--- src/rtl/instruction_fetch.sv ---
// Instruction fetch stage: drives the program ROM address from a PC register and
// registers the returned instruction for the decoder, with stall, branch and halt control.
module instruction_fetch #(
  parameter int unsigned       ADDR_W   = 16,
  parameter int unsigned       INSTR_W  = 28,
  parameter logic [ADDR_W-1:0] RESET_PC = ADDR_W'(16'd0)
) (
  input  logic               Clock,
  input  logic               Reset,
  input  logic               iStall,
  input  logic               iBranchTaken,
  input  logic [ADDR_W-1:0]  iBranchTarget,
  input  logic               iHalt,
  output logic [ADDR_W-1:0]  oAddress,
  input  logic [INSTR_W-1:0] iInstruction,
  output logic [INSTR_W-1:0] oInstruction,
  output logic [ADDR_W-1:0]  oPC,
  output logic               oValid,
  output logic [15:0]        oFetchCount
);

  typedef enum logic [1:0] {StBoot, StRun, StHalt} state_e;

  state_e               state_q, state_d;
  logic [ADDR_W-1:0]    pc_q, pc_d;
  logic [INSTR_W-1:0]   instr_q, instr_d;
  logic [ADDR_W-1:0]    opc_q, opc_d;
  logic                 valid_q, valid_d;
  logic [15:0]          count_q, count_d;

  logic in_run;
  logic halt_req;
  logic redirect;
  logic capture;
  logic count_sat;

  // Priority in RUN: halt over branch over stall.
  assign in_run    = (state_q == StRun);
  assign halt_req  = in_run && iHalt;
  assign redirect  = in_run && !iHalt && iBranchTaken;
  assign capture   = in_run && !iHalt && !iBranchTaken && !iStall;
  assign count_sat = &count_q;

  always_comb begin
    state_d = state_q;
    pc_d    = pc_q;
    instr_d = instr_q;
    opc_d   = opc_q;
    valid_d = valid_q;
    count_d = count_q;

    unique case (state_q)
      StBoot: begin
        state_d = StRun;
        valid_d = 1'b0;
      end
      StRun: begin
        if (halt_req) begin
          state_d = StHalt;
          valid_d = 1'b0;
        end else if (redirect) begin
          pc_d    = iBranchTarget;
          valid_d = 1'b0;
        end else if (capture) begin
          instr_d = iInstruction;
          opc_d   = pc_q;
          valid_d = 1'b1;
          pc_d    = pc_q + ADDR_W'(1);
          if (!count_sat) begin
            count_d = count_q + 16'd1;
          end
        end
      end
      StHalt: begin
        valid_d = 1'b0;
      end
      default: begin
        state_d = StBoot;
        valid_d = 1'b0;
      end
    endcase
  end

  always_ff @(posedge Clock or negedge Reset) begin
    if (!Reset) begin
      state_q <= StBoot;
      pc_q    <= RESET_PC;
      instr_q <= '0;
      opc_q   <= '0;
      valid_q <= 1'b0;
      count_q <= '0;
    end else begin
      state_q <= state_d;
      pc_q    <= pc_d;
      instr_q <= instr_d;
      opc_q   <= opc_d;
      valid_q <= valid_d;
      count_q <= count_d;
    end
  end

  assign oAddress     = pc_q;
  assign oInstruction = instr_q;
  assign oPC          = opc_q;
  assign oValid       = valid_q;
  assign oFetchCount  = count_q;

endmodule
--- config.mk ---
export PLATFORM = sky130hd
export DESIGN_NAME = instruction_fetch
export DESIGN_NICKNAME = d
export VERILOG_FILES = /design/src/rtl/instruction_fetch.sv
export SDC_FILE = /design/constraint.sdc
export NUM_CORES = 1
export LEC_CHECK = 0
export CAP_MARGIN = 40
export CORE_UTILIZATION = 25
export CTS_BUF_LIST = sky130_fd_sc_hd__clkbuf_8
export CTS_CLUSTER_DIAMETER = 40
export CTS_CLUSTER_SIZE = 40
export DETAILED_ROUTE_END_ITERATION = 12
export PLACE_DENSITY = 0.52
export SLEW_MARGIN = 20
export SYNTH_ARGS = -nofsm -noshare
export SYNTH_HDL_FRONTEND = slang
export SYNTH_SLANG_ARGS = --single-unit
--- constraint.sdc ---
create_clock -name Clock -period 2.4 [get_ports Clock]
set_input_delay 0.24 -clock Clock [delete_from_list [all_inputs] [get_ports Clock]]
set_output_delay 0.24 -clock Clock [all_outputs]
set_load 0.01 [all_outputs]
# Word level (Yosys, flattened, before mapping)
# Index checks and enable logic that the tools add are counted.
[op_classes]
n_addsub = 2
eq_ne = 4
muxes = 8
bitwise = 4
n_reduce_logical = 15
[op_table]
columns = ["operator", "n"]
rows = [
  ["16-bit by 1-bit adder with 16-bit output, second input constant", 2],
  ["16-bit 2-to-1 mux", 2],
  ["16-bit AND reduction", 1],
  ["2-bit one-hot mux with 3 select lines", 1],
  ["1-bit logical AND", 5],
  ["5-bit AND reduction", 1],
  ["1-bit 2-to-1 mux", 4],
  ["4-bit by 1-bit inequality test with 1-bit output, second input constant", 1],
  ["1-bit NOT", 4],
  ["4-bit AND reduction", 1],
  ["1-bit zero test", 3],
  ["3-bit AND reduction", 1],
  ["2-bit by 1-bit equality test with 1-bit output, second input constant", 1],
  ["2-bit equality test, second input constant", 1],
  ["2-bit zero test", 1],
  ["2-bit 2-to-1 mux", 1],
  ["2-bit by 1-bit inequality test with 1-bit output, second input constant", 1],
  ["2-bit AND reduction", 1],
  ["2-bit nonzero test", 1],
]
[totals]
ff_bits = 79
in_bits = 49

# Longest topological paths before layout
# Gate-level depths: netlist of run 1.
[depth]
depth_word = 8
ltp_mapped = 6
mapped_depth_nobuf = 5

# Worst setup path before layout of run 1
# Ideal clock, no wire load.
[synth_timing]
kind = "register to register"
from = "register state_q[1]"
to = "register count_q[15] (netlist: oFetchCount[15])"
arrival_ns = 1.929
setup_slack_ns = 0.343
stages_incl_launch_ff = 6
n_path_buf = 1
synth_period_minus_slack_ns = 2.057
path_cell_list = "dfrtp_1 -> or3b_4 -> or4_1 -> buf_2 -> nor3_1 -> mux2_1"
[synth_via]
elab_chain_cells = 5
[synth_rtl]
columns = ["element", "line_no", "source"]
rows = [
  ["start, declared", "24", "state_e state_q, state_d;"],
  ["start signal, assigned", "86", "state_q <= StBoot;"],
  ["start signal, assigned", "93", "state_q <= state_d;"],
  ["2-bit by 1-bit equality test with 1-bit output *", "38, 52", ""],
  ["1-bit logical AND", "40, 41", ""],
  ["1-bit logical AND (on tied branches)", "41, 40", ""],
  ["1-bit logical AND or 1-bit NOT (tied branches)", "--", ""],
  ["5-bit AND reduction (no line) *", "--", ""],
  ["end signal, assigned", "98", "count_q <= count_d;"],
  ["end, declared", "29", "logic [15:0] count_q, count_d;"],
]
# Mark *: on every way between the ends. The rest lies on a longest branch, timed or not.
# A chain may end at the register's enable or synchronous reset.

# Worst setup path after layout of run 1
[layout_timing]
from = "register state_q[1]"
to = "register count_q[12] (netlist: oFetchCount[12])"
# Same word-level chain as after synthesis.

==> impl_metrics.toml, run 1 <==
[critical_path]
arrival_ns = 2.34
crit_family = "simple AND/OR/NAND/NOR gates"
worstSetupPathType = "flip-flop to flip-flop"
cpMaxStageDelayCell = "or4_1"
cp_max_fo = 5
critPathLaunchType = "flip-flop"
cp_num_buf_inv = 1
max_stage_delay_ns = 0.51
critPathCaptureType = "flip-flop"
cp.required_ns = 2.69
path_cells = "or3b_4 > or4_1 > buf_4 > nor4_1 > xor2_1"

[clocking]
cts_tree = "yes"
post_cts_resized = 0
clock_path_buffers = 2
cts_root_buffer = "clkbuf_8"
clock_latency_ns = 0.37
h-tree-depth = 3
numCtsBuffers = 9
clock-sinks = 79
clk_pin_slew_ns = 0.08

[timing]
min_period_ns = 2.05
fin_setup_tns_ns = 0
setup_viol_count_final = 0
relSlewSlack = 0.669
rsz0062_at_grt = "no"
final-max-slew-violation-count = 0
fmax_ghz = 0.489
hold_viol = 0
max_slew.worst_pin.slew_ns = 0.492
finClkSkew_ns = 0.00643
fin_crit_sh = 0.853

[detailed_routing]
wl_microns = 9680
num_vias = 2944
final_antenna_net_count = 0
drt_iter0_markers = 185
first_pass_iters = 5
via_per_inst = 4.69
post_drt_wl_per_cell_microns = 15.4
drc = 0

[pwr]
power_density_nw_per_um2 = 1080
power_frac_seq = 0.404
switching_share = 0.325
intPower_mw = 3.89
p_leak_nw = 2.22
clkPwrFrac = 0.196
max-vdd-ir-drop_uv = 372
power_mw = 5.76
pwr-share-comb = 0.400
switching_power_mw = 1.87

[finish]
finalInstanceArea_sq_um = 5330
drive_above_1_share = 0.156
fin_util = 0.384
fillerInstances = 1397
syn_to_final_growth_pct = 50.3
fin_nets = 494
antenna_cells = 0

[global_route]
overflow = 0
grt_pass1_wl_microns = 15300
grt_max_degree = 45
grt.total_usage = 0.138
grt_pass1_vias = 2907
grt_antenna_before_repair = 0

[hold_path]
hp-class = "input port to asynchronous set/reset pin"

[yosys]
synth-main-ff-cell = "dfrtp_1"
syn_nets = 358
netlist.area_leader.share = 0.558
synth_most_common_cell = "dfrtp_1"
async_reset_ff_frac = 1.00
syn_area_sq_um = 3550
syn_avg_cell_area_sq_um = 11.6
synth_edf_count = 0
synth_cell_types = 39
synth_area_leaders = "dfrtp_1 (56%), mux2_2 (11%), xor2_1 (3.2%)"
synthTopCellsByCount = "dfrtp_1 (79), mux2_2 (36), nor3_1 (17), o21ai_0 (17)"
synth_cells = 307
synth_seq_area_share = 0.558
synth_top_area_cell = "dfrtp_1"
synth_warnings = 0
synth_seq_cells = 79

[floorplanning]
start_util = 0.255
pin_count = 126
coreArea_sq_um = 13900
rows = 43
die_h_microns = 121
die_x_microns = 121
dieArea_sq_um = 14700

[placed_design]
numPortBuffers = 125
hpwlAfterDp_microns = 6880
place_congestion = 0.813
placed_cell_area_sq_um = 5090

[status]
status = "finished, final reports clean"

[flow_run]
cap_violations = 0
## worst register-to-register path, cell delays in order (launching register included)
cell,delay (ns)
dfrtp_1,0.42
or3b_4,0.41
or4_1,0.51
buf_4,0.18
nor4_1,0.30
xor2_1,0.17
## worst paths after layout
check,from,endpoint,slack [ns],cells past startpoint
worst min register to register,oInstruction[12],oInstruction[12],0.49,1
min in group Clock,iInstruction[27],oInstruction[27],0.46,2
worst min-delay path,Reset,oInstruction[27],0.37,2
worst max register to register,state_q[1],oFetchCount[12],0.35,5
worst max-delay path,state_q[1],oFetchCount[12],0.35,5
max in group asynchronous,Reset,oAddress[15],1.40,3
## registers in the layout, summed over array words and instances (netlist names)
signal and flops:
oAddress 16, oFetchCount 16, oInstruction 28, oPC 16
oValid 1, state_q 2
## final cells by class
type / count / area [sq um] / area share
flip-flops and latches: 79 / 1980 / 0.371
clock inverters: 5 / 72.6 / 0.0136
well taps: 180 / 225 / 0.0423
multi-input cells: 204 / 1480 / 0.278
clock buffers: 11 / 151 / 0.0284
repair buffers: 140 / 1390 / 0.261
inverters: 9 / 33.8 / 0.00634
## power groups by stage
stage | combinational, mW | clock, mW | sequential [mW]
2_1_floorplan | 0.744 | 0 | 2.49
3_3_place_gp | 2.31 | 0 | 2.33
3_5_place_dp | 2.32 | 0 | 2.36
4_1_cts | 2.33 | 1.18 | 2.33
5_1_grt | 2.50 | 1.23 | 2.41
6_report | 2.30 | 1.13 | 2.33
## cells in the final DEF (no fill, tap or decap), drive strengths merged, types with 9 or more instances in the layout
cell | netlist | routed
dfrtp | 79 | 79
buf | 1 | 15
nor4 | 12 | 12
a21oi | 11 | 11
nand3 | 9 | 9
nand2 | 14 | 14
clkbuf | 14 | 11
inv | 9 | 11
mux2 | 43 | 43
nor3 | 17 | 17
o21ai | 18 | 18
nand4 | 12 | 12
clkdlybuf4s50 | 0 | 124
nor2 | 13 | 13
xor2 | 13 | 13
## repair_timing
| item | in CTS | in global routing |
|---|---|---|
| hold buffers | 1 | 0 |
| endpoints found under the hold margin | 35 | 0 |
| buffers inserted | 0 | 0 |
## stage by stage
| step | worst slack (ns) | hold WS, ns | instances |
|---|---|---|---|
| after global routing | 0.242 | 0.400 | 628 |
| after global placement | 0.138 | 0.232 | 611 |
| after CTS | 0.346 | 0.362 | 628 |
| after detailed placement | 0.128 | 0.236 | 611 |
| final | 0.354 | 0.371 | 628 |
| after floorplan | 0.343 | -0.0556 | 307 |
## per-layer routing
layer,global-route usage,routed length (microns),vias to the layer above
met5,0,0,-
met1,0.183,4370,1434
met2,0.205,4440,103
li1,-,-,1394
met3,0.0409,674,13
met4,0.0671,191,0
## cells by family (layout without fill, tap and decap cells)
logic type	count (synthesis)	count (layout)	share of synthesized area
flops	79	79	0.558
fa+ha+maj	2	2	0.00706
mux	46	46	0.145
simple gates	93	93	0.143
compound gates	47	47	0.0819
xor+xnor	16	16	0.0395
buf+inv	24	165	0.0258
Power figures use the tool's default switching activity.
==> inputs of run 2 (changes only) <==
--- a/config.mk
+++ b/config.mk
@@ -5,7 +5,6 @@
 export SDC_FILE = /design/constraint.sdc
 export NUM_CORES = 1
 export LEC_CHECK = 0
-export CAP_MARGIN = 40
 export CORE_UTILIZATION = 25
 export CTS_BUF_LIST = sky130_fd_sc_hd__clkbuf_8
 export CTS_CLUSTER_DIAMETER = 40
==> results of run 2 <==
No change in the layout: final DEF, timing and power equal those of run 1.
==> inputs of run 3 (changes only) <==
--- a/config.mk
+++ b/config.mk
@@ -10,7 +10,7 @@
 export CTS_CLUSTER_DIAMETER = 40
 export CTS_CLUSTER_SIZE = 40
 export DETAILED_ROUTE_END_ITERATION = 12
-export PLACE_DENSITY = 0.52
+export PLACE_DENSITY = 0.5
 export SLEW_MARGIN = 20
 export SYNTH_ARGS = -nofsm -noshare
 export SYNTH_HDL_FRONTEND = slang
==> run 3 against run 2 <==
Against the previous run: sequential power barely moved; cell count did not move; clock power fell by 24%; combinational power barely moved; via count rose by 0.10%; critical path type unchanged; die area did not move; largest power group unchanged; critical path depth did not move.
==> impl_metrics.toml, run 3 (synthesis results as in run 1) <==
[status]
status = "finished, final reports clean"

[clocking]
cts_setup_buffers = 0
numCtsBuffers = 9
clock-sinks = 79
clock_path_buffers = 2
clock_latency_ns = 0.37
cts_hold_buffers = 1
post_cts_resized = 0
cts_tree = "yes"
clk_pin_slew_ns = 0.08
cts_root_buffer = "clkbuf_8"
h-tree-depth = 3

[detailed_routing]
met2_length_microns = 4760
m1WireLength_microns = 4230
drt_iter0_markers = 188
post_drt_wl_per_cell_microns = 15.6
wl_microns = 9820
first_pass_iters = 5
top_layer = "met4"
drc = 0
met3_length_microns = 728
num_vias = 2947
final_antenna_net_count = 0
via_per_inst = 4.69

[critical_path]
reg2reg_depth = 5
cp.required_ns = 2.68
reg2reg_slack_ns = 0.37
arrival_ns = 2.31
reg2reg_from = "state_q[1]"
critPathLaunchType = "flip-flop"
cp_max_fo = 5
worstSetupPathType = "flip-flop to flip-flop"
r2r_end = "oFetchCount[14]"
critPathCaptureType = "flip-flop"

[timing]
final-max-slew-violation-count = 0
max_slew.worst_pin.slew_ns = 0.553
rsz0062_at_grt = "no"
hold_viol = 0
fin_crit_sh = 0.847
finClkSkew_ns = 0.00988
fin_setup_tns_ns = 0
relSlewSlack = 0.628
setup_viol_count_final = 0
fmax_ghz = 0.492
min_period_ns = 2.03

[placed_design]
placed_cell_area_sq_um = 5100
place_congestion = 0.779
numPortBuffers = 125
hpwlAfterDp_microns = 6940

[hold_path]
hp-class = "input port to asynchronous set/reset pin"

[finish]
antenna_cells = 0
fin_util = 0.380
largest_reg_flops = 28
finalInstanceArea_sq_um = 5270
final_common_cell = "clkdlybuf4s50_1"
syn_to_final_growth_pct = 48.6
drive_above_1_share = 0.152
fin_nets = 495
final_cell_mix = "clkdlybuf4s50_1 (124), dfrtp_1 (79), mux2_2 (36)"

[global_route]
grt.total_usage = 0.145
overflow = 0
grt_pass1_vias = 2997
grt_pass1_wl_microns = 16000
grt_max_degree = 46
grt_antenna_before_repair = 0

[floorplanning]
die_x_microns = 121
die_h_microns = 121
dieArea_sq_um = 14700
coreArea_sq_um = 13900
rows = 43
pin_count = 126
start_util = 0.255

[flow_run]
cap_violations = 0

[pwr]
max-vdd-ir-drop_uv = 527
p_leak_nw = 2.20
power_density_nw_per_um2 = 1040
[run 3: metrics by stage]
step                      hold slack [ns]  setup WS, ns  power, mW  std cells
after global placement              0.273         0.152       4.64        612
after floorplan                   -0.0556         0.343       3.23        307
final                               0.400         0.368       5.48        628
after global routing                0.441         0.281       5.89        628
after CTS                           0.414         0.345       5.58        628
after detailed placement            0.271         0.131       4.68        612
[run 3: power by group]
part	internal [mW]	switching [mW]
combinational	1.40	0.892
sequential	1.85	0.473
clock	0.382	0.473
[run 3: per-layer routing]
layer | up-vias | global-route usage
met2 | 77 | 0.234
li1 | 1394 | -
met3 | 8 | 0.0634
met1 | 1468 | 0.175
met4 | 0 | 0.0394
met5 | - | 0
[run 3: worst max-delay path, stage by stage, from the launching register on]
cell and delay, ns:
dfrtp_1 0.42, or3b_4 0.40, or4_1 0.50, buf_4 0.18
nor4_1 0.28, xor2_1 0.17
[run 3: how the worst max path moves through the flow]
stage                         startpoint         endpoint  cells after the start
after detailed placement           iHalt  oFetchCount[14]                      6
after global placement             iHalt  oFetchCount[12]                      6
final                         state_q[1]  oFetchCount[14]                      5
after floorplan               state_q[1]  oFetchCount[15]                      5
after global routing      oFetchCount[1]   oFetchCount[6]                      6
after CTS                     state_q[1]  oFetchCount[14]                      5
[run 3: layout make-up]
cell class | count | area (sq um)
fill | 1359 | 8610
sequential | 79 | 1980
multi-input combinational | 204 | 1480
timing repair buffer | 141 | 1400
tap | 180 | 225
clock buffer | 10 | 138
inverter | 9 | 33.8
clock inverter | 5 | 20.0
